<file path="src/rtl/seq_pattern_detector.sv">
// seq_pattern_detector: serial bit-pattern matcher with a loadable pattern, overlap control and a saturating match counter.
module seq_pattern_detector #(
  parameter int PAT_LEN = 4,
  parameter int CNT_W = 8,
  parameter logic [PAT_LEN-1:0] PAT_RESET = PAT_LEN'(4'b1011)
) (
  input  logic               clk,
  input  logic               reset,
  input  logic               din_valid,
  input  logic               din,
  input  logic               pat_load,
  input  logic [PAT_LEN-1:0] pat_in,
  input  logic               overlap_en,
  input  logic               cnt_clr,
  output logic               match,
  output logic [CNT_W-1:0]   match_count,
  output logic               armed
);
  localparam int FW = $clog2(PAT_LEN + 1);
  localparam logic [FW-1:0] FULL = FW'(PAT_LEN);
  typedef enum logic {FILL, HUNT} state_t;
  state_t             state_q, state_d;
  logic [PAT_LEN-1:0] pat_q, hist_q, hist_d, hist_sh;
  logic [FW-1:0]      fill_q, fill_d, fill_inc;
  logic [CNT_W-1:0]   cnt_q, cnt_d;
  logic               acc, hit, match_q, armed_q;
  always_comb begin
    acc      = din_valid & ~pat_load;
    hist_sh  = {hist_q[PAT_LEN-2:0], din};
    fill_inc = (fill_q == FULL) ? FULL : fill_q + FW'(1);
    hit      = acc && (hist_sh == pat_q) && (fill_inc == FULL);
    hist_d   = pat_load ? '0 : acc ? hist_sh : hist_q;
    // A non-overlapping match restarts the fill so the next match needs a full fresh pattern.
    fill_d   = pat_load ? '0 : !acc ? fill_q : (hit && !overlap_en) ? '0 : fill_inc;
    state_d  = (fill_d == FULL) ? HUNT : FILL;
    cnt_d    = cnt_clr ? '0 : (hit && cnt_q != '1) ? cnt_q + CNT_W'(1) : cnt_q;
  end
  always_ff @(posedge clk or posedge reset) begin
    if (reset) begin
      pat_q   <= PAT_RESET;
      hist_q  <= '0;
      fill_q  <= '0;
      state_q <= FILL;
      match_q <= 1'b0;
      cnt_q   <= '0;
      armed_q <= 1'b0;
    end else begin
      if (pat_load) pat_q <= pat_in;
      hist_q  <= hist_d;
      fill_q  <= fill_d;
      state_q <= state_d;
      match_q <= hit;
      cnt_q   <= cnt_d;
      armed_q <= (state_d == HUNT);
    end
  end
  assign match       = match_q;
  assign match_count = cnt_q;
  assign armed       = armed_q;
endmodule

</file>
<file path="config.mk">
export PLATFORM = sky130hd
export DESIGN_NAME = seq_pattern_detector
export DESIGN_NICKNAME = d
export VERILOG_FILES = /design/src/rtl/seq_pattern_detector.sv
export SDC_FILE = /design/constraint.sdc
export NUM_CORES = 1
export LEC_CHECK = 0
export ABC_AREA = 0
export BUFFER_PORTS_ARGS = -buffer_cell sky130_fd_sc_hd__buf_4
export CAP_MARGIN = 20
export CELL_PAD_IN_SITES_DETAIL_PLACEMENT = 0
export CELL_PAD_IN_SITES_GLOBAL_PLACEMENT = 1
export CORE_AREA = 2 2 52 54
export DETAILED_ROUTE_END_ITERATION = 12
export DIE_AREA = 0 0 54 56
export HOLD_SLACK_MARGIN = 0.05
export PLACE_DENSITY_LB_ADDON = 0.1
export SYNTH_ARGS = -nofsm -noshare
export SYNTH_HDL_FRONTEND = slang
export SYNTH_SLANG_ARGS = --single-unit
</file>
<file path="constraint.sdc">
create_clock -name clk -period 5.1 [get_ports clk]
set_clock_uncertainty 0.2 [all_clocks]
set_input_delay 0.51 -clock clk [delete_from_list [all_inputs] [get_ports clk]]
set_output_delay 0.51 -clock clk [all_outputs]
set_load 0.01 [all_outputs]
</file>
Yosys cells after proc, flatten, opt, wreduce, memory -nomap -nowiden
Cells that the tools add are included.

Eq/ne operators: 5. Bitwise operators: 2. Muxes and demuxes: 9. Reductions and logical operators: 7. Add/sub/neg operators: 2.

Operators with widths (count): 2-to-1 mux 3 bit (6); 2-to-1 mux 8 bit (2); == test 3 bit, second input constant (3); adder 8 x 1 -> 8 bit, second input constant (1); != test 8 bit, second input constant (1); == test 4 bit (1); logical AND 1 bit (4); nonzero test 2 bit (2); adder 3 x 1 -> 3 bit, second input constant (1); AND 1 bit (1); logical NOT 1 bit (1); 2-to-1 mux 1 bit (1); inverter 1 bit (1).

Register bits: 20. Bits of input ports: 11.

Longest topological paths before layout
Word-level depth: 10. Mapped depth: 8. Gate-level depth less buffers: 7.

Worst setup path after synthesis
No wires, ideal clock.

Path kind: reg2reg. Start point: reg fill_q[0]. End point: reg cnt_q[3] (netlist: match_count[3]). Slack: 2.933 ns. Buffers on the path: 1. Setup time: 0.078 ns. Arrival: 1.889 ns. Cell stages (with the launch flop): 9. Path through: dfrtp_1 inv_1 ha_1 nand2b_1 a211oi_4 nand4_2 buf_6 or3_1 a21oi_1.

Cells in the longest elaborated chain, start to end: 6. Elaborated cells between the ends (all ways): 7. Classes of those cells: add/sub (1); eq/ne (2); mux (1); reduce/logical (3).

Ends and longest elaborated chain: start, declared (RTL line 24) `logic [FW-1:0] fill_q, fill_d, fill_inc;`; start signal, assigned (RTL line 50) `fill_q <= fill_d;`; adder 3 x 1 -> 3 bit / == test 3 bit (equally long branches) (RTL line 30) `fill_inc = (fill_q == FULL) ? FULL : fill_q + FW'(1);`; 2-to-1 mux 3 bit (*) (RTL line 30); == test 3 bit (*) (RTL line 31) `hit = acc && (hist_sh == pat_q) && (fill_inc == FULL);`; logical AND 1 bit (*) (RTL line 31); logical AND 1 bit (*) (RTL line 36) `cnt_d = cnt_clr ? '0 : (hit && cnt_q != '1) ? cnt_q + CNT_W'(1) : cnt_q;`; nonzero test 2 bit (no line) (*); end signal, assigned (RTL line 53) `cnt_q <= cnt_d;`; end, declared (RTL line 25) `logic [CNT_W-1:0] cnt_q, cnt_d;`.

Mark *: on every way between the ends. The rest lies on a longest branch, timed or not. A chain may end at the register's enable or synchronous reset.

Worst setup path in the final report
Start point: reg fill_q[0]. End point: reg cnt_q[5] (netlist: match_count[5]).

The elaborated chain is that of the path after synthesis.

==> flow_summary.toml <==
[power]
p_leak_nw = 0.5662
switchingPower_w = 0.00006730
power_density_nw_per_um2 = 236.6
switching_share_pct = 23.06
power_frac_comb_pct = 11.0
p_total_w = 0.0002919
ir_worst_vdd_uv = 122.0
clkPwrFrac_pct = 30.9
seqPwrFrac_pct = 58.1
p_int_w = 0.0002246

[cts]
post_cts_buffers = 0
cts_hold_buffers = 0
clk_path_buf_depth = 2
cts_tree = "yes"
clock_latency_ps = 290
htreeDepth = 1
cts_buffers = 3
cts_resized = 0
clk_pin_slew_worst_paths_ps = 110
clock_sinks = 20
clockRootBuffer = "clkbuf_4"

[setup_path]
cp_max_fo = 14
crit_arrival_ps = 2560
start_kind = "flip-flop"
path_class = "reg -> reg"
required_ps = 5130
cp-end-kind = "flip-flop"

[finish]
n_antenna_cell = 0
nFillCells = 227
drive_gt1_share_pct = 31.90
nets = 131
syn_to_final_growth_pct = 19.37
mostFrequentLayoutCell = "buf_4"
final_cell_mix = "20 x buf_4, 17 x dfrtp_1, 9 x nor2_1"

[timing]
setup_viol = 0
period_share_pct = 49.59
hold_viol = 0
max_slew_margin_pct = 49.79
min_period_ps = 2529
fmax_mhz = 395.4
tightest_slew_ps = 752.3
rsz0062_at_grt = "no"
fin_setup_tns_ps = 0
slew_violations = 0

[die]
num_io_pins = 21
die_h_um = 56
die_width_um = 54
design.core.area_sq_um = 2432
initial_core_util_pct = 42.49
dieArea_sq_um = 3024
core.rowCount = 18

[grt]
grt_max_degree = 21
gr-total-overflow = 0
grt_pass1_wl_um = 3374
grt_pass1_vias = 754
grt_antenna_before_repair = 0
grt_usage_pct = 15.03

[route]
route.detailed.drc = 0
wirelength_um = 1920
via_count = 751
drtIter0Drc = 8
dr.pass1.iters = 4
ant_nets = 0
wl_per_cell_um = 13.15
viasPerCell = 5.144

[yosys]
syn-num-nets = 110
synth_warnings = 0
seq_area_frac_synth_pct = 48.79
netlist_instances = 96
synth_cell_types = 27
synth.avg_cell_area_sq_um = 10.77
synth-seq-cells = 20
synth_area_sq_um = 1033

[place]
dp_hpwl_um = 1372
port_buffers = 20
gp_congestion = 0.6723

[run_status]
status = "finished, final reports clean"

[flow_run]
drv_cap = 0

[hold_path]
hp-class = "in -> async"
-- power by group through the flow --
stage	sequential [W]	clock, W	combinational, W
floorplan	0.000172	0	0.0000226
global route	0.000171	0.000105	0.0000363
global placement	0.000172	0	0.0000323
detailed placement	0.000173	0	0.0000328
CTS	0.000170	0.0000953	0.0000331
finish	0.000169	0.0000902	0.0000322
-- worst max-delay path: stages, from the launching register on --
cell and delay, ps:
dfrtp_1 390, inv_1 70, ha_1 300, nand2b_1 180, a211oi_4 280, nand4_2 310, or4_1 570, a21oi_1 150
-- worst paths after layout --
path                                 startpoint                    endpoint  slack [ps]  depth (start not counted)
max                         fill_q[0]$_DFF_PP0_  match_count[5]$_DFFE_PP0P_        2570                          7
min                                       reset  match_count[3]$_DFFE_PP0P_         140                          2
max reg2reg                 fill_q[0]$_DFF_PP0_  match_count[5]$_DFFE_PP0P_        2570                          7
min reg2reg                pat_q[2]$_DFFE_PP0P_        pat_q[2]$_DFFE_PP0P_         340                          1
max in group asynchronous                 reset       hist_q[2]$_DFFE_PP0P_        4090                          2
min in group clk                        cnt_clr  match_count[5]$_DFFE_PP0P_         230                          2
-- layout make-up --
cell class / instances / area [sq um] / area share, %
Timing Repair Buffer: 20 / 150.1 / 12.17
Multi-Input combinational cell: 68 / 490.5 / 39.76
Clock buffer: 4 / 36.28 / 2.941
Inverter: 4 / 15.01 / 1.217
Sequential cell: 20 / 504.2 / 40.87
Tap cell: 30 / 37.54 / 3.043
-- registers in the layout, summed over array words and instances, names as in the netlist --
signal,flops
pat_q,4
fill_q,3
hist_q,3
match,1
match_count,8
armed,1
-- synth_stat cells, drive strengths merged --
library cell	instances	area share [%]
nor4b	1	2.3
o21ai	5	2.4
o31ai	2	1.5
and3	1	0.73
buf	4	2.3
and3b	1	1.2
a211oi	2	2.7
inv	4	1.5
mux2	5	5.4
a21oi	7	3.4
ha	3	3.6
dfrtp	17	41
nand2	7	2.5
dfstp	3	7.6
nand4	3	2.4
nand3	4	1.9
xor2	5	4.2
or4	2	1.5
or3	4	2.4
mux2i	4	3.9
nand2b	2	1.2
nor2	9	3.3
and4	1	0.85
-- per-stage QoR --
stage,area [sq um],setup WS (ps),instances,hold slack [ps],utilization (%)
2_1_floorplan,1033,2933,96,271.6,-
3_3_place_gp,1197,2672,142,316.9,49.23
3_5_place_dp,1197,2601,142,320.6,49.23
4_1_cts,1234,2567,146,172.6,50.72
5_1_grt,1234,2383,146,194.2,50.72
6_report,1234,2571,146,137.6,50.72
-- metal layers --
metal	GRT usage [%]	share of wire [%]	up-vias
li1	-	-	378
met1	22.16	47	355
met2	21.60	48	16
met3	2.419	4.6	2
met4	6.071	0.78	0
met5	0	0	-
-- kinds of logic (layout without fill, tap and decap cells) --
logic type	Yosys count	count (layout)	share of synthesized area [%]
flip-flops	20	20	48.79
AND/OR/NAND/NOR	35	35	20.34
buffers and inverters	8	28	3.752
XOR/XNOR	5	5	4.237
AO/OA/AOI/OAI	16	16	9.927
adder cells (fa/ha/maj)	3	3	3.632
multiplexers	9	9	9.322
Power figures use the tool's default switching activity.
